### config.mk
export PLATFORM = sky130hd
export DESIGN_NAME = digout_debug_rx
export DESIGN_NICKNAME = d
export VERILOG_FILES = /design/src/rtl/digout_debug_rx.sv
export SDC_FILE = /design/constraint.sdc
export NUM_CORES = 1
export LEC_CHECK = 0
export ABC_CLOCK_PERIOD_IN_PS = 4500
export CORE_MARGIN = 2
export CORE_UTILIZATION = 39
export DETAILED_ROUTE_END_ITERATION = 6
export HOLD_SLACK_MARGIN = 0.08
export PLACE_DENSITY_LB_ADDON = 0.1
export SKIP_LAST_GASP = 1
export SLEW_MARGIN = 10
export SYNTH_ARGS = -nofsm -noshare
export SYNTH_HDL_FRONTEND = slang
export SYNTH_SLANG_ARGS = --single-unit
### constraint.sdc
create_clock -name clk -period 4.5 [get_ports clk]
set_input_delay 1.125 -clock clk [delete_from_list [all_inputs] [get_ports clk]]
set_output_delay 1.125 -clock clk [all_outputs]
set_load 0.1 [all_outputs]
### src/rtl/digout_debug_rx.sv
// Receiver for the single-wire digout debug frame stream: recovers 16-bit words
// and flags sequence, period and framing errors against the expected frame cadence.
module digout_debug_rx #(
  parameter int SYNC_STAGES  = 2,
  parameter int MIN_IDLE     = 8,
  parameter int FRAME_PERIOD = 64
) (
  input  logic        clk,
  input  logic        rst,
  input  logic        din,
  output logic [15:0] dout,
  output logic        valid,
  output logic        locked,
  output logic        seq_err,
  output logic        period_err,
  output logic        frame_err,
  output logic [31:0] frame_cnt,
  output logic [15:0] err_cnt
);

  localparam logic [1:0] ST_HUNT  = 2'd0;
  localparam logic [1:0] ST_START = 2'd1;
  localparam logic [1:0] ST_DATA  = 2'd2;
  localparam logic [1:0] ST_STOP  = 2'd3;

  localparam int            ZW      = $clog2(MIN_IDLE + 1);
  localparam logic [ZW-1:0] ZMAX    = ZW'(MIN_IDLE);
  localparam logic [7:0]    PER_EXP = 8'(FRAME_PERIOD - 1);

  logic [SYNC_STAGES-1:0] r_sync;
  logic [1:0]             r_state;
  logic [ZW-1:0]          r_zero_cnt;
  logic [7:0]             r_per_cnt;
  logic [3:0]             r_bit_idx;
  logic [15:0]            r_sr;
  logic [15:0]            r_last;
  logic                   w_s;
  logic [15:0]            w_last_inc;

  assign w_s        = r_sync[SYNC_STAGES-1];
  assign w_last_inc = r_last + 16'd1;

  // NOTE: sequential state uses non-blocking assignments so every flop samples pre-edge values.
  always_ff @(posedge clk) begin
    if (rst) begin
      r_sync <= '0;
    end else begin
      r_sync[0] <= din;
      for (int i = 1; i < SYNC_STAGES; i++) r_sync[i] <= r_sync[i-1];
    end
  end

  always_ff @(posedge clk) begin
    if (rst) begin
      r_state    <= ST_HUNT;
      r_zero_cnt <= '0;
      r_per_cnt  <= '0;
      r_bit_idx  <= '0;
      r_sr       <= '0;
      r_last     <= '0;
      dout       <= '0;
      valid      <= 1'b0;
      locked     <= 1'b0;
      seq_err    <= 1'b0;
      period_err <= 1'b0;
      frame_err  <= 1'b0;
      frame_cnt  <= '0;
      err_cnt    <= '0;
    end else begin
      valid      <= 1'b0;
      seq_err    <= 1'b0;
      period_err <= 1'b0;
      frame_err  <= 1'b0;

      if (r_per_cnt != 8'hFF) r_per_cnt <= r_per_cnt + 8'd1;
      if ((seq_err | period_err | frame_err) && err_cnt != 16'hFFFF)
        err_cnt <= err_cnt + 16'd1;

      case (r_state)
        ST_HUNT: begin
          if (!w_s) begin
            if (r_zero_cnt != ZMAX) r_zero_cnt <= r_zero_cnt + ZW'(1);
          end else if (r_zero_cnt >= ZMAX) begin
            r_state   <= ST_START;
            r_per_cnt <= '0;
            if (locked && r_per_cnt != PER_EXP) period_err <= 1'b1;
          end else begin
            r_zero_cnt <= '0;
          end
        end
        ST_START: begin
          if (w_s) begin
            r_state   <= ST_DATA;
            r_bit_idx <= '0;
          end else begin
            // A lone '1' is line noise, and the '0' just seen already counts as idle.
            r_state    <= ST_HUNT;
            r_zero_cnt <= ZW'(1);
          end
        end
        ST_DATA: begin
          r_sr      <= {w_s, r_sr[15:1]};
          r_bit_idx <= r_bit_idx + 4'd1;
          if (r_bit_idx == 4'd15) r_state <= ST_STOP;
        end
        default: begin
          r_state <= ST_HUNT;
          if (!w_s) begin
            dout       <= r_sr;
            valid      <= 1'b1;
            frame_cnt  <= frame_cnt + 32'd1;
            r_last     <= r_sr;
            locked     <= 1'b1;
            seq_err    <= locked && (r_sr != w_last_inc);
            r_zero_cnt <= ZW'(1);
          end else begin
            frame_err  <= 1'b1;
            locked     <= 1'b0;
            r_zero_cnt <= '0;
          end
        end
      endcase
    end
  end

endmodule
Word level (Yosys, flattened, before mapping)
Index checks and enable logic that the tools add are counted.

operators by class
  bitwise gates (word level) = 7
  $lt $le $gt $ge = 1
  add/sub/neg operators = 6
  mux-type cells = 20
  reductions and logical operators = 13
  eq/ne operators = 15

operators by type and width
  cell                     number
  $add A16 B1 Y16 const B  2
  $add A32 B1 Y32 const B  1
  $mux W8                  4
  $mux W4                  5
  $ne A16 B16 Y1           1
  $ne A16 B16 Y1 const B   1
  $pmux W4 S3              1
  $ne A2 B2 Y1 const B     5
  $add A4 B1 Y4 const B    2
  $add A8 B1 Y8 const B    1
  $mux W2                  4
  $ne A8 B6 Y1 const B     1
  $ne A8 B8 Y1 const B     1
  $pmux W4 S2              1
  $reduce_or A4 Y1         2
  $ne A3 B3 Y1 const B     2
  $pmux W2 S3              1
  $not A1 Y1               5
  $reduce_or A5 Y1         1
  $eq A4 B4 Y1 const B     1
  $ge A4 B4 Y1 const B     1
  $mux W1                  4
  $ne A4 B4 Y1 const B     1
  $reduce_and A2 Y1        2
  other kinds (9)          12

storage, ports and cells
  register bits = 105
  output and inout bits = 69
  logic and storage cells = 76
  input port bits = 3

Longest topological paths before layout
Gate-level depths: netlist of the first run.

  depth after elaboration = 5
  mapped depth = 8
  depth with buffers taken out = 7

Least setup slack after synthesis of the first run
Ideal clock, no wire load.

  path kind = register to register
  start point = register r_last[0]
  end point = register seq_err
  data required time = 4,385 ps
  period minus slack after synthesis = 2,778 ps
  buffers on the path = 1
  setup time = 115 ps
  setup slack = 1,722 ps
  stages on the path, launching flop included = 8
  arrival = 2,664 ps
  cells stage by stage = dfxtp_1 > ha_1 > buf_2 > inv_1 > or4_4 > a2111oi_4 > nand4_1 > o21a_1

on the way
  cells in the longest elaborated chain, start to end = 3

RTL lines
  what                      RTL line  source
  start: declaration        36        logic [15:0] r_last;
  start signal: assignment  112       r_last <= r_sr;
  $add A16 B1 Y16           41        assign w_last_inc = r_last + 16'd1;
  $ne A16 B16 Y1            114       seq_err <= locked && (r_sr != w_last_inc);
  $logic_and A1 B1 Y1       114
  end signal: assignment    114
  end: declaration          14        output logic seq_err,

No other way between the ends.
A chain may end at the register's enable or synchronous reset.

==> impl_results.md, run 1 <==
* Final worst slack at 1290 ps
* Share of cells above drive strength 1 at 0.0508
* Worst min path class: register to register
* Mapped Area at 4900 sq um
* Psw at 418 uW
* Die W at 116 um
* Cell Int Power at ~1500 uW
* Worst-margin pin slew at 995 ps
* Worst path max stage delay at about 1200 ps
* Syn Nets at around 600
* Switching share of power at 0.217
* Combinational Power Share at 0.040
* Max VDD drop at approximately 0.20 mV
* Port-buffer cells at around 70
* DIE HEIGHT at 116 um
* Worst relative slew slack at 0.335
* Wire per inst at around 14 um
* Initial antenna violation count at 0
* Pin count of the biggest net entering global routing at 54
* CP Cell Sequence: clkdlybuf4s50_1
* CTS tree: done
* Vias at ~4000
* Max-cap violations at 0
* Final Util at 0.499
* Postcts setup bufs at 0
* DIE AREA at ~13000 sq um
* HPWL after DPL at between 7 and 8 mm
* Post-synth ARST share at 0
* Worst Path Required at roughly 3400 ps
* Clk sinks at around 110
* Drc violations at 0
* CP Launch Type: register
* Clock power frac at 0.469
* Hold Buf Count CTS at 0
* Final Hold Viols at 0
* Worst-path fanout max at 10
* Main flop type after synthesis: dfxtp_1
* Grt total ovfl at 0
* H-tree depth at 3
* Final hold slack at approximately 440 ps
* Final wirelength at ~11 mm
* WS Path Type: register to primary output
* Seq pwr share at 0.491
* Yosys reg bits at approximately 110
* Row cnt at 40
* Unrepaired setup endpoints after global routing: no
* Area growth syn-to-layout at 23.8%
* Synthesized area per cell at around 8.6 sq um
* Ports at just over 70
* Core area at 12200 sq um
* Pre-CTS setup slack at between 1500 and 2000 ps
* Final #Nets at 639
* Final worst-path cycle share at 0.712
* Bufs on Longest Clock Path at 2
* Via density at roughly 5.0
* Post-route clock skew at 6.78 ps
* Ys Warns at 0
* GP Congestion at approximately 0.86
* Starting DRT DRC Count at ~250
* Gr usage total at 0.171
* Post-synthesis sequential area ratio at 0.429
* EDFF count, synth at 0
* Clk pin slew, worst setup/hold paths at approximately 70 ps
* LEAKAGE at approximately 0.0021 uW
* First-pass GRT wire length at approximately 18 mm
* Post-synthesis cell type count at slightly below 50
* Initial core utilization at 0.403
* Min Tclk post-route at approximately 3200 ps
* Slowest library cell on the worst path: clkdlybuf4s50_1
* Vias in the first global route at ~3800
* Crit end category: primary output
* Root Driver: clkbuf_16
* Pre-Repair DR Iteration Count at 5
* Power per cell area at 317 nW/um^2
* Post-synthesis cell count at 571
* Worst EP arrival at between 2000 and 2500 ps
* Fin Setup TNS at 0 ps
* Clk_lat worst skew at between 300 and 400 ps
* Final slew viol count at 0
* Peak Freq at 312 MHz
* Count of final setup violators at 0
* Buf+Inv Stages, Crit Path at 1
* Cts bufs inserted at 9
* Post_cts resized at 0
* # diodes at 0
* Antenna-violating nets left at 0
* Top delay family on crit path: buffers and inverters
* Status: finished clean
-- state kept, by name, summed over array words and instances (netlist names) --
| name | flops |
|---|---|
| r_last | 16 |
| frame_err | 1 |
| seq_err | 1 |
| r_state | 2 |
| r_per_cnt | 8 |
| r_sr | 16 |
| r_zero_cnt | 4 |
| period_err | 1 |
| frame_cnt | 32 |
| err_cnt | 16 |
| r_bit_idx | 4 |
| locked | 1 |
| r_sync | 2 |
| valid | 1 |
-- area by class of cell --
| type | instances | area [sq um] |
|---|---|---|
| well taps | 168 | 210 |
| clock inverters | 7 | 118 |
| fillers | 1188 | 6090 |
| repair buffers | 74 | 741 |
| multi-input cells | 425 | 2640 |
| inverters | 10 | 37.5 |
| clock buffers | 9 | 225 |
| flip-flops and latches | 105 | 2100 |
-- path summary, 6_finish.rpt --
check	slack, ps	startpoint	to	cells past startpoint
min	440	r_sync[0]	r_sync[1]	1
max reg2reg	2060	r_last[0]	seq_err	6
max	1290	r_last[6]	dout[6]	1
min reg2reg	440	r_sync[0]	r_sync[1]	1
-- synth_stat cells (all sizes together), types with 2 or more instances --
master,instances,area (sq um)
xor2,46,403
dfxtp,105,2100
o21a,2,15.0
mux2i,21,210
o21ai,10,50.1
and3,9,56.3
nand3,28,140
a22oi,3,22.5
nor4,3,18.8
or4,3,30.0
nor2,95,357
and4,10,87.6
nand2,65,244
a21oi,28,140
a31oi,5,37.5
nor3,10,60.1
inv,10,37.5
ha,11,138
xnor2,22,193
and2,3,18.8
a211oi,3,27.5
nor2b,4,25.0
clkbuf,21,78.8
a2111oi,2,55.1
nand4,23,150
nand2b,2,12.5
a32oi,2,17.5
buf,10,46.3
-- through the flow --
step	area, sq um	total power [uW]	instances
6_report	6070	1930	798
5_1_grt	6070	2000	798
4_1_cts	6070	1950	798
3_5_place_dp	5730	1040	782
3_3_place_gp	5730	1040	782
2_1_floorplan	4900	1030	571
-- worst reg2reg max path, cell delays in order (launching register included) --
cell and delay [ps]:
dfxtp_1 470, ha_1 390, inv_1 160, or4_4 550
a2111oi_4 360, nand4_1 180, o21a_1 230
-- layer usage --
metal  GRT usage  share of wire
met3      0.0509          0.037
met4      0.0429         0.0098
met1       0.224           0.49
met5           0              0
met2       0.278           0.47
-- cell usage in the layout (no fill, tap or decap), types with 21 or more instances in the layout --
master           count
dfxtp_1            105
nand3_1             28
nand4_1             22
clkdlybuf4s50_1     70
xnor2_1             22
xor2_1              46
nand2_1             65
nor2_1              95
a21oi_1             28
mux2i_1             21
-- kinds of logic (layout without fill, tap and decap cells) --
kind of cell               after synthesis  count (layout)  synth area share
muxes                                   22              22            0.0452
adders and majority gates               11              11            0.0281
and+or+nand+nor                        260             260             0.253
xor gates and xnor gates                68              68             0.121
DFF                                    105             105             0.429
AOI/OAI and AO/OA                       64              64            0.0906
buffers and inverters                   41             100            0.0332
-- power by group through the flow --
stage	clock, uW	sequential, uW	combinational, uW
after floorplan	0	971	54.1
after global placement	0	967	74.5
after detailed placement	0	967	76.5
after CTS	929	946	76.7
after global routing	969	947	86.2
final	903	946	76.4
(Power assumes the default switching activity.)
==> run 2, diff against run 1 <==
- ABC_CLOCK_PERIOD_IN_PS: 4500 -> 2600
- clock period: 4.5 -> 2.6 ns (I/O delays scaled with it)
==> run 2 against run 1 <==
Net effect:
- core utilization down 0.92 points
- first-iteration DRC count down 4.0%
- worst hold slack about the same
- critical path depth up 5
- clock power up 94%
- flip-flop and latch count unchanged
- register-to-register slack worse by 1700 ps
- largest power group is now clock
- highest routed layer unchanged
==> impl_results.md, run 2 (synthesis gave the netlist of run 1 again) <==
* CTS tree: done
* DIE HEIGHT at roughly 120 um
* LEAKAGE at approximately 0.0023 uW
* Register-to-Register Path Depth at 6
* Placed cell areas at approximately 5600 sq um
* Drc violations at 0
* Reg2reg setup slack at between 300 and 400 ps
* Worst-path fanout max at 8
* Gr usage total at 0.170
* Clk_lat worst skew at 350 ps
* Worst relative slew slack at 0.526
* Clk sinks at around 110
* Power per cell area at 591 nW/um^2
* Postcts setup bufs at 0
* Area growth syn-to-layout at 21.6%
* Pre-Repair DR Iteration Count at 4
* Die W at around 120 um
* Post_cts resized at 0
* Port-buffer cells at 71
* RR Endpoint: seq_err
* Worst-margin pin slew at between 700 and 800 ps
* Final slew viol count at 0
* Root Driver: clkbuf_16
* Vias at between 4000 and 5000
* Hold Path Stages at 1
* Worst min path class: register to register
* Pin count of the biggest net entering global routing at 32
* Most common cell after layout, fill and taps aside: dfxtp_1
* Worst EP arrival at roughly 2500 ps
* Status: finished clean
* Fin area at just under 6000 sq um
* Final worst-path cycle share at 0.853
* Worst Hold Launch: r_sync[0]
* Ports at a little over 70
* Final Non-Filler Cells at around 800
* Initial antenna violation count at 0
* Fin Setup TNS at 0 ps
* Reg with most FFs: frame_cnt
* GP Congestion at roughly 0.91
* Grt total ovfl at 0
* Hold Buf Count CTS at 0
* Crit end category: register
* Clk pin slew, worst setup/hold paths at 70 ps
* HPWL after DPL at roughly 7.5 mm
* Hold endpoint: r_sync[1]
* Row cnt at 40
* Starting DRT DRC Count at between 200 and 250
* Most frequent cells in the layout: dfxtp_1 (101), nor2_1 (95), buf_4 (75)
* Share of cells above drive strength 1 at 0.171
* Total power at 3520 uW
* Post-route clock skew at ~7.2 ps
* Wire per inst at roughly 13 um
* Final wirelength at 10.7 mm
* H-tree depth at 3
* Initial core utilization at 0.403
* Min Tclk post-route at around 2200 ps
* DIE AREA at 13500 sq um
* Placed insts at about 790
* Peak Freq at approximately 450 MHz
* Worst Path Required at ~2900 ps
* First-pass GRT wire length at between 15 and 20 mm
* Via density at 5.05
* Max VDD drop at slightly above 0.3 mV
* Final #Nets at 642
* CP Launch Type: register
* Largest register FFs at 32
* Cts bufs inserted at 9
* Final Hold Viols at 0
* Max-cap violations at 0
* # diodes at 0
* Core area at between 10000 and 15000 sq um
* R2R Path Start: r_last[0]
* Unrepaired setup endpoints after global routing: no
* Count of final setup violators at 0
* Bufs on Longest Clock Path at 2
* Vias in the first global route at approximately 3700
* WS Path Type: register to register
* Antenna-violating nets left at 0
[run 2: critical path: stages (launching register included)]
cell and delay [ps]:
dfxtp_2 390, ha_1 350, inv_1 140, or4_4 540
a2111oi_4 380, nand4_1 140, o21a_1 180
[run 2: layer usage]
metal	vias up	GRT usage	routed length [um]
met3	13	0.0503	518
met2	76	0.265	4920
met5	-	0	0
met4	0	0.0603	182
li1	2075	-	-
met1	1883	0.224	5120
[run 2: area by class of cell]
| cell class | instances | area [sq um] |
|---|---|---|
| multi-input combinational | 425 | 2640 |
| inverter | 10 | 37.5 |
| tap | 168 | 210 |
| clock inverter | 7 | 164 |
| timing repair buffer | 77 | 578 |
| clock buffer | 9 | 225 |
| sequential | 105 | 2110 |
| fill | 1170 | 6200 |
[run 2: power breakdown]
| part | internal, uW | switching (uW) |
|---|---|---|
| registers | 1620 | 13.6 |
| clock network | 1140 | 616 |
| logic | 42.7 | 90.3 |
| total | 2800 | 720 |
[run 2: worst max path at each step]
stage	start	to	slack, ps	depth (start not counted)
2_1_floorplan	r_last[6]	seq_err	10	6
3_3_place_gp	r_last[0]	seq_err	480	6
3_5_place_dp	r_last[0]	seq_err	390	6
4_1_cts	r_last[0]	seq_err	380	6
5_1_grt	r_state[0]	frame_cnt[24]	220	7
6_report	r_last[0]	seq_err	380	6
[run 2: per-stage QoR]
step	util	hold WS (ps)	worst slack (ps)
2_1_floorplan	-	414	11.1
3_3_place_gp	0.458	430	483
3_5_place_dp	0.458	432	392
4_1_cts	0.490	448	380
5_1_grt	0.490	458	224
6_report	0.490	441	383
==> run 3, diff against run 2 <==
- CTS_CLUSTER_DIAMETER: not set -> 80
- GPL_TIMING_DRIVEN: not set -> 1
==> results of run 3 <==
Final layout, timing and power as in run 2 (identical DEF).
